===== src/rtl/reg_file_bank_if.sv =====
// Request/response bundle for the register bank: one write port, two read ports.
interface reg_file_bank_if #(
   parameter int unsigned WIDTH = 32,
   parameter int unsigned AW    = 5
);
   logic             WRITE;
   logic [AW-1:0]    ADDR_W;
   logic [WIDTH-1:0] DATA_W;
   logic             READ;
   logic [AW-1:0]    ADDR_R1;
   logic [AW-1:0]    ADDR_R2;
   logic [WIDTH-1:0] DATA_R1;
   logic [WIDTH-1:0] DATA_R2;

   modport master (
      output WRITE, ADDR_W, DATA_W, READ, ADDR_R1, ADDR_R2,
      input  DATA_R1, DATA_R2
   );

   modport slave (
      input  WRITE, ADDR_W, DATA_W, READ, ADDR_R1, ADDR_R2,
      output DATA_R1, DATA_R2
   );
endinterface


===== src/rtl/reg_file_bank.sv =====
// Register bank: DEPTH x WIDTH flops, one write port, two registered read
// ports with write-first bypass and an optional hard-wired zero entry.
module reg_file_bank #(
   parameter int unsigned      WIDTH     = 32,
   parameter int unsigned      DEPTH     = 32,
   parameter int unsigned      AW        = (DEPTH > 2) ? $clog2(DEPTH) : 1,
   parameter logic [WIDTH-1:0] RESET_VAL = '0,
   parameter bit               ZERO_REG  = 1'b1
) (
   input  logic            CLK,
   input  logic            RST,
   reg_file_bank_if.slave  bus
);

   // One extra bit so DEPTH == 2**AW is representable for range checks.
   localparam int unsigned AWP     = AW + 1;
   localparam logic [AW:0] DEPTH_C = AWP'(DEPTH);

   logic [WIDTH-1:0] mem_q [DEPTH];
   logic [WIDTH-1:0] mem_d [DEPTH];
   logic [WIDTH-1:0] rd1_q, rd1_d;
   logic [WIDTH-1:0] rd2_q, rd2_d;
   logic             wr_ok_c;

   // A write lands only when in range and not aimed at the zero entry.
   always_comb begin
      wr_ok_c = bus.WRITE && ({1'b0, bus.ADDR_W} < DEPTH_C)
                && !(ZERO_REG && (bus.ADDR_W == '0));
   end

   // Next array contents.
   always_comb begin
      mem_d = mem_q;
      if (wr_ok_c) mem_d[bus.ADDR_W] = bus.DATA_W;
   end

   // Port 1 read mux with write-first bypass; invalid addresses read 0.
   always_comb begin
      rd1_d = '0;
      if (({1'b0, bus.ADDR_R1} < DEPTH_C) && !(ZERO_REG && (bus.ADDR_R1 == '0))) begin
         if (wr_ok_c && (bus.ADDR_R1 == bus.ADDR_W)) rd1_d = bus.DATA_W;
         else                                        rd1_d = mem_q[bus.ADDR_R1];
      end
   end

   // Port 2 read mux, identical to port 1.
   always_comb begin
      rd2_d = '0;
      if (({1'b0, bus.ADDR_R2} < DEPTH_C) && !(ZERO_REG && (bus.ADDR_R2 == '0))) begin
         if (wr_ok_c && (bus.ADDR_R2 == bus.ADDR_W)) rd2_d = bus.DATA_W;
         else                                        rd2_d = mem_q[bus.ADDR_R2];
      end
   end

   // Array and read registers; reset wins over any coincident access.
   always_ff @(posedge CLK) begin
      if (RST) begin
         for (int unsigned i = 0; i < DEPTH; i++) begin
            mem_q[i] <= (ZERO_REG && (i == 0)) ? '0 : RESET_VAL;
         end
         rd1_q <= '0;
         rd2_q <= '0;
      end else begin
         mem_q <= mem_d;
         if (bus.READ) begin
            rd1_q <= rd1_d;
            rd2_q <= rd2_d;
         end
      end
   end

   assign bus.DATA_R1 = rd1_q;
   assign bus.DATA_R2 = rd2_q;

endmodule


===== src/flat_wrapper.sv =====
// flat-port wrapper written by rule: the top's interface ports become plain ports
module reg_file_bank_flat 
#(
   parameter int unsigned      WIDTH     = 32,
   parameter int unsigned      DEPTH     = 32,
   parameter int unsigned      AW        = (DEPTH > 2) ? $clog2(DEPTH) : 1,
   parameter logic [WIDTH-1:0] RESET_VAL = '0,
   parameter bit               ZERO_REG  = 1'b1
)
  (CLK, RST, bus_WRITE, bus_ADDR_W, bus_DATA_W, bus_READ, bus_ADDR_R1, bus_ADDR_R2, bus_DATA_R1, bus_DATA_R2);
  reg_file_bank_if #(.WIDTH(WIDTH), .AW(AW)) bus_i ();
  input  logic CLK;
  input  logic RST;
  input wire logic [$bits(bus_i.WRITE)-1:0] bus_WRITE;
  input wire logic [$bits(bus_i.ADDR_W)-1:0] bus_ADDR_W;
  input wire logic [$bits(bus_i.DATA_W)-1:0] bus_DATA_W;
  input wire logic [$bits(bus_i.READ)-1:0] bus_READ;
  input wire logic [$bits(bus_i.ADDR_R1)-1:0] bus_ADDR_R1;
  input wire logic [$bits(bus_i.ADDR_R2)-1:0] bus_ADDR_R2;
  output wire logic [$bits(bus_i.DATA_R1)-1:0] bus_DATA_R1;
  output wire logic [$bits(bus_i.DATA_R2)-1:0] bus_DATA_R2;
  assign bus_i.WRITE = bus_WRITE;
  assign bus_i.ADDR_W = bus_ADDR_W;
  assign bus_i.DATA_W = bus_DATA_W;
  assign bus_i.READ = bus_READ;
  assign bus_i.ADDR_R1 = bus_ADDR_R1;
  assign bus_i.ADDR_R2 = bus_ADDR_R2;
  assign bus_DATA_R1 = bus_i.DATA_R1;
  assign bus_DATA_R2 = bus_i.DATA_R2;
  reg_file_bank #(.WIDTH(WIDTH), .DEPTH(DEPTH), .AW(AW), .RESET_VAL(RESET_VAL), .ZERO_REG(ZERO_REG)) u_core (.CLK(CLK), .RST(RST), .bus(bus_i));
endmodule

===== config.mk =====
export PLATFORM = sky130hd
export DESIGN_NAME = reg_file_bank_flat
export DESIGN_NICKNAME = d
export VERILOG_FILES = /design/src/rtl/reg_file_bank_if.sv /design/src/rtl/reg_file_bank.sv /design/src/flat_wrapper.sv
export SDC_FILE = /design/constraint.sdc
export NUM_CORES = 2
export LEC_CHECK = 0
export CAP_MARGIN = 20
export CORE_ASPECT_RATIO = 0.7
export CORE_MARGIN = 3
export CORE_UTILIZATION = 50
export DETAILED_ROUTE_END_ITERATION = 16
export PLACE_DENSITY = 0.75
export SLEW_MARGIN = 10
export SYNTH_ARGS = -nofsm -noshare
export SYNTH_HDL_FRONTEND = slang
export SYNTH_SLANG_ARGS = --single-unit

===== constraint.sdc =====
create_clock -name CLK -period 2.7 [get_ports CLK]
set_input_delay 0.54 -clock CLK [delete_from_list [all_inputs] [get_ports CLK]]
set_output_delay 0.54 -clock CLK [all_outputs]
set_load 0.05 [all_outputs]

==> out/summary.txt <==
final WL = 197800 microns
final core occ = 0.5845
core box area = 105200 sq um
Leak = 20.07 nW
setup violators final = 3
Gate Count Post-Synth = 5877
reg2reg path depth = 5
most frequent cells in the layout = 2134 x nand2_1, 1088 x dfxtp_1, 992 x a21oi_1, 576 x mux4_2, 202 x buf_4
TritonCTS clock tree = done
Worst path max stage delay = 900 ps
Final #Nets = 5834
R2R Path End = u_core.bus.DATA_R1[2]
Internal = 0.02526 W
Fmax = 0.3679 GHz
Max Cap Viol = 0
DIE HEIGHT = 279.7 microns
pins over their slew limit = 0
H-tree depth = 3
worst rel slew slack = 0.1511
clock-pin slew on the worst setup and hold paths = 70 ps
FF+latch count, synth = 1088
gr ovfl total = 0
Reg-to-Reg Start = u_core.mem_q[546]
Port Buffer Count = 114
Final period util = 1.007
setup TNS = -31.75 ps
Net Sw Frac = 0.2495
Hold Slack = 339.6 ps
clk buf depth = 3
critical-path cell list = clkdlybuf4s50_1
number of DRC markers in iteration 0 = 8565
register area share after synthesis = 0.4070
reg2reg setup slack = 930 ps
failing checks = setup timing
hpwl dp = 118000 microns
Top delay family on crit path = buffers and inverters
largest net degree at the start of global routing = 208
CTS sink count = 1088
worst slack, placed = -12.76 ps
DRC = 0
hold path startpoint = RST
post-synth cell types = 32
IO Count = 115
post-synth design cell area = 53520 sq um
NetSw = 0.008396 W
Routed Antenna Nets = 0
Final min period = 2718 ps
crit end category = output pin
sequential power share = 0.483
Post-Syn Nets = 5928
hold_buf cts = 0
synth warn = 0
CP Class = register to output pin
Slowest-stage cell, CP = clkdlybuf4s50_1
Clock Root Buffer = clkbuf_16
post-route setup slack = -18.48 ps
non-filler instance count after layout = 7277
drt pass-1 iters = 9
site row count = 99
Worst Path Arrival = 2180 ps
gr usage total = 0.3463
Gate power share = 0.083
Worst Tran Pin Value = 1273 ps
nature of the critical path startpoint = register
CTS Buf Count = 97
share of cells above drive strength 1 = 0.2015
unrepaired setup endpoints after global routing = false
Pwr per Cell Area = 547.5 nW/um^2
chip width = 397.0 microns
clock share of power = 0.434
crit-path max FO = 2
syn_area_per_cell = 9.106 sq um
commonest non-fill, non-tap cell in the layout = nand2_1
initial antenna violation count = 6
status = complete, but fails checks
clk_lat worst skew = 720 ps
Wirelength per Cell = 27.17 microns
type of the worst min-delay path = input pin to register
worst clock skew = 18.07 ps
final hold vios = 0
synth-to-layout area growth = 14.85%
Initial Util = 0.5089
vias in the first global route = 46320
Bufs and invs on worst path = 1
WHS Path Cells = 3
gp weighted congestion = 0.9276
via/cell ratio = 6.721
Inst Count DP = 7098
first-pass GRT wire length = 290800 microns
worst ir drop on vdd = 0.4830 mV
Worst Hold End = u_core.mem_q[92]
Crit path required time = 2160 ps
Die ar. = 111100 sq um
via count = 48910
==> how the worst max path moves through the flow <==
stage	startpoint	endpoint	slack [ps]	cells past startpoint
global placement	bus_ADDR_R1[0]	u_core.bus.DATA_R1[2]	-10	8
global route	u_core.bus.DATA_R1[17]	bus_DATA_R1[17]	10	1
floorplan	bus_ADDR_R1[0]	u_core.bus.DATA_R1[0]	220	7
detailed placement	bus_ADDR_R1[0]	u_core.bus.DATA_R1[2]	-10	8
finish	u_core.bus.DATA_R1[7]	bus_DATA_R1[7]	-20	1
CTS	u_core.bus.DATA_R2[18]	bus_DATA_R2[18]	6	1
==> through the flow <==
step	instance area, sq um	power (W)
3_5_place_dp	58180	0.01931
4_1_cts	61450	0.03354
3_3_place_gp	58180	0.01927
2_1_floorplan	53520	0.01821
6_report	61470	0.03365
5_1_grt	61460	0.03437
==> area by class of cell <==
class,instances,area (sq um)
Fill cell,8547,43700
Clock inverter,31,400.4
Clock buffer,145,2869
Inverter,64,240.2
Sequential cell,1088,21780
Multi-Input combinational cell,4096,29300
Antenna cell,3,7.507
Timing Repair Buffer,436,5101
Tap cell,1414,1769
==> state kept, by name, indices dropped and copies added, names as in the netlist <==
name / cells
u_core.mem_q: 1024
u_core.bus.DATA_R1: 32
u_core.bus.DATA_R2: 32
==> cell families (layout without fill, tap and decap cells) <==
group                     after synthesis  in the layout  synth area share
AOI/OAI and AO/OA                    1253           1253            0.1354
xor gates and xnor gates               10             10          0.001636
buffers and inverters                 693            676           0.05197
DFF                                  1088           1088            0.4070
muxes                                 576            576            0.2424
other                                   0              3                 0
and+or+nand+nor                      2257           2257            0.1617
==> synthesized netlist by cell type, drive strengths merged <==
master     n  area [sq um]
nor2      38         142.6
clkbuf   539          2061
nand3      4         20.02
nor2b     40         250.2
a22oi    192          1441
o311a      2         20.02
xnor2     10         87.58
o211ai    64         780.8
nor4       2         12.51
nand3b     2         15.01
inv       64         240.2
or2        1         6.260
mux4     576         12970
nor3b      4         30.03
or4        2         15.01
buf       90         480.5
nand4b     2         17.52
nor3       4         20.02
a21oi    992          4965
nand2   2149          8066
o41ai      1         27.53
or3        2         12.51
and2       3         18.77
nand2b     3         18.77
dfxtp   1088         21780
o21ai      2         10.01
nand4      1         6.260
==> tightest hold or removal path: stages <==
cell and delay [ps]:
buf_8 150, buf_4 200, a21oi_1 110
==> what timing repair did <==
item,in CTS,in global routing
gates resized for setup,5,5
setup endpoints to repair,5,5
setup buffers,0,0
gates cloned,0,0
==> power by group through the flow <==
stage / Combinational [W] / Clock (W) / Sequential, W
5_1_grt: 0.00288 / 0.0152 / 0.0163
4_1_cts: 0.00270 / 0.0146 / 0.0162
2_1_floorplan: 0.00161 / 0 / 0.0166
6_report: 0.00280 / 0.0146 / 0.0163
3_3_place_gp: 0.00266 / 0 / 0.0166
3_5_place_dp: 0.00269 / 0 / 0.0166
==> routing by layer <==
layer / share of wire / track usage / vias up
met2: 0.41 / 0.4848 / 4349
met5: 0.00020 / 0 / -
met3: 0.18 / 0.1401 / 773
met1: 0.35 / 0.4695 / 23520
li1: - / - / 20260
met4: 0.052 / 0.1570 / 6
Note: power is estimated with default switching activity, not from simulation.
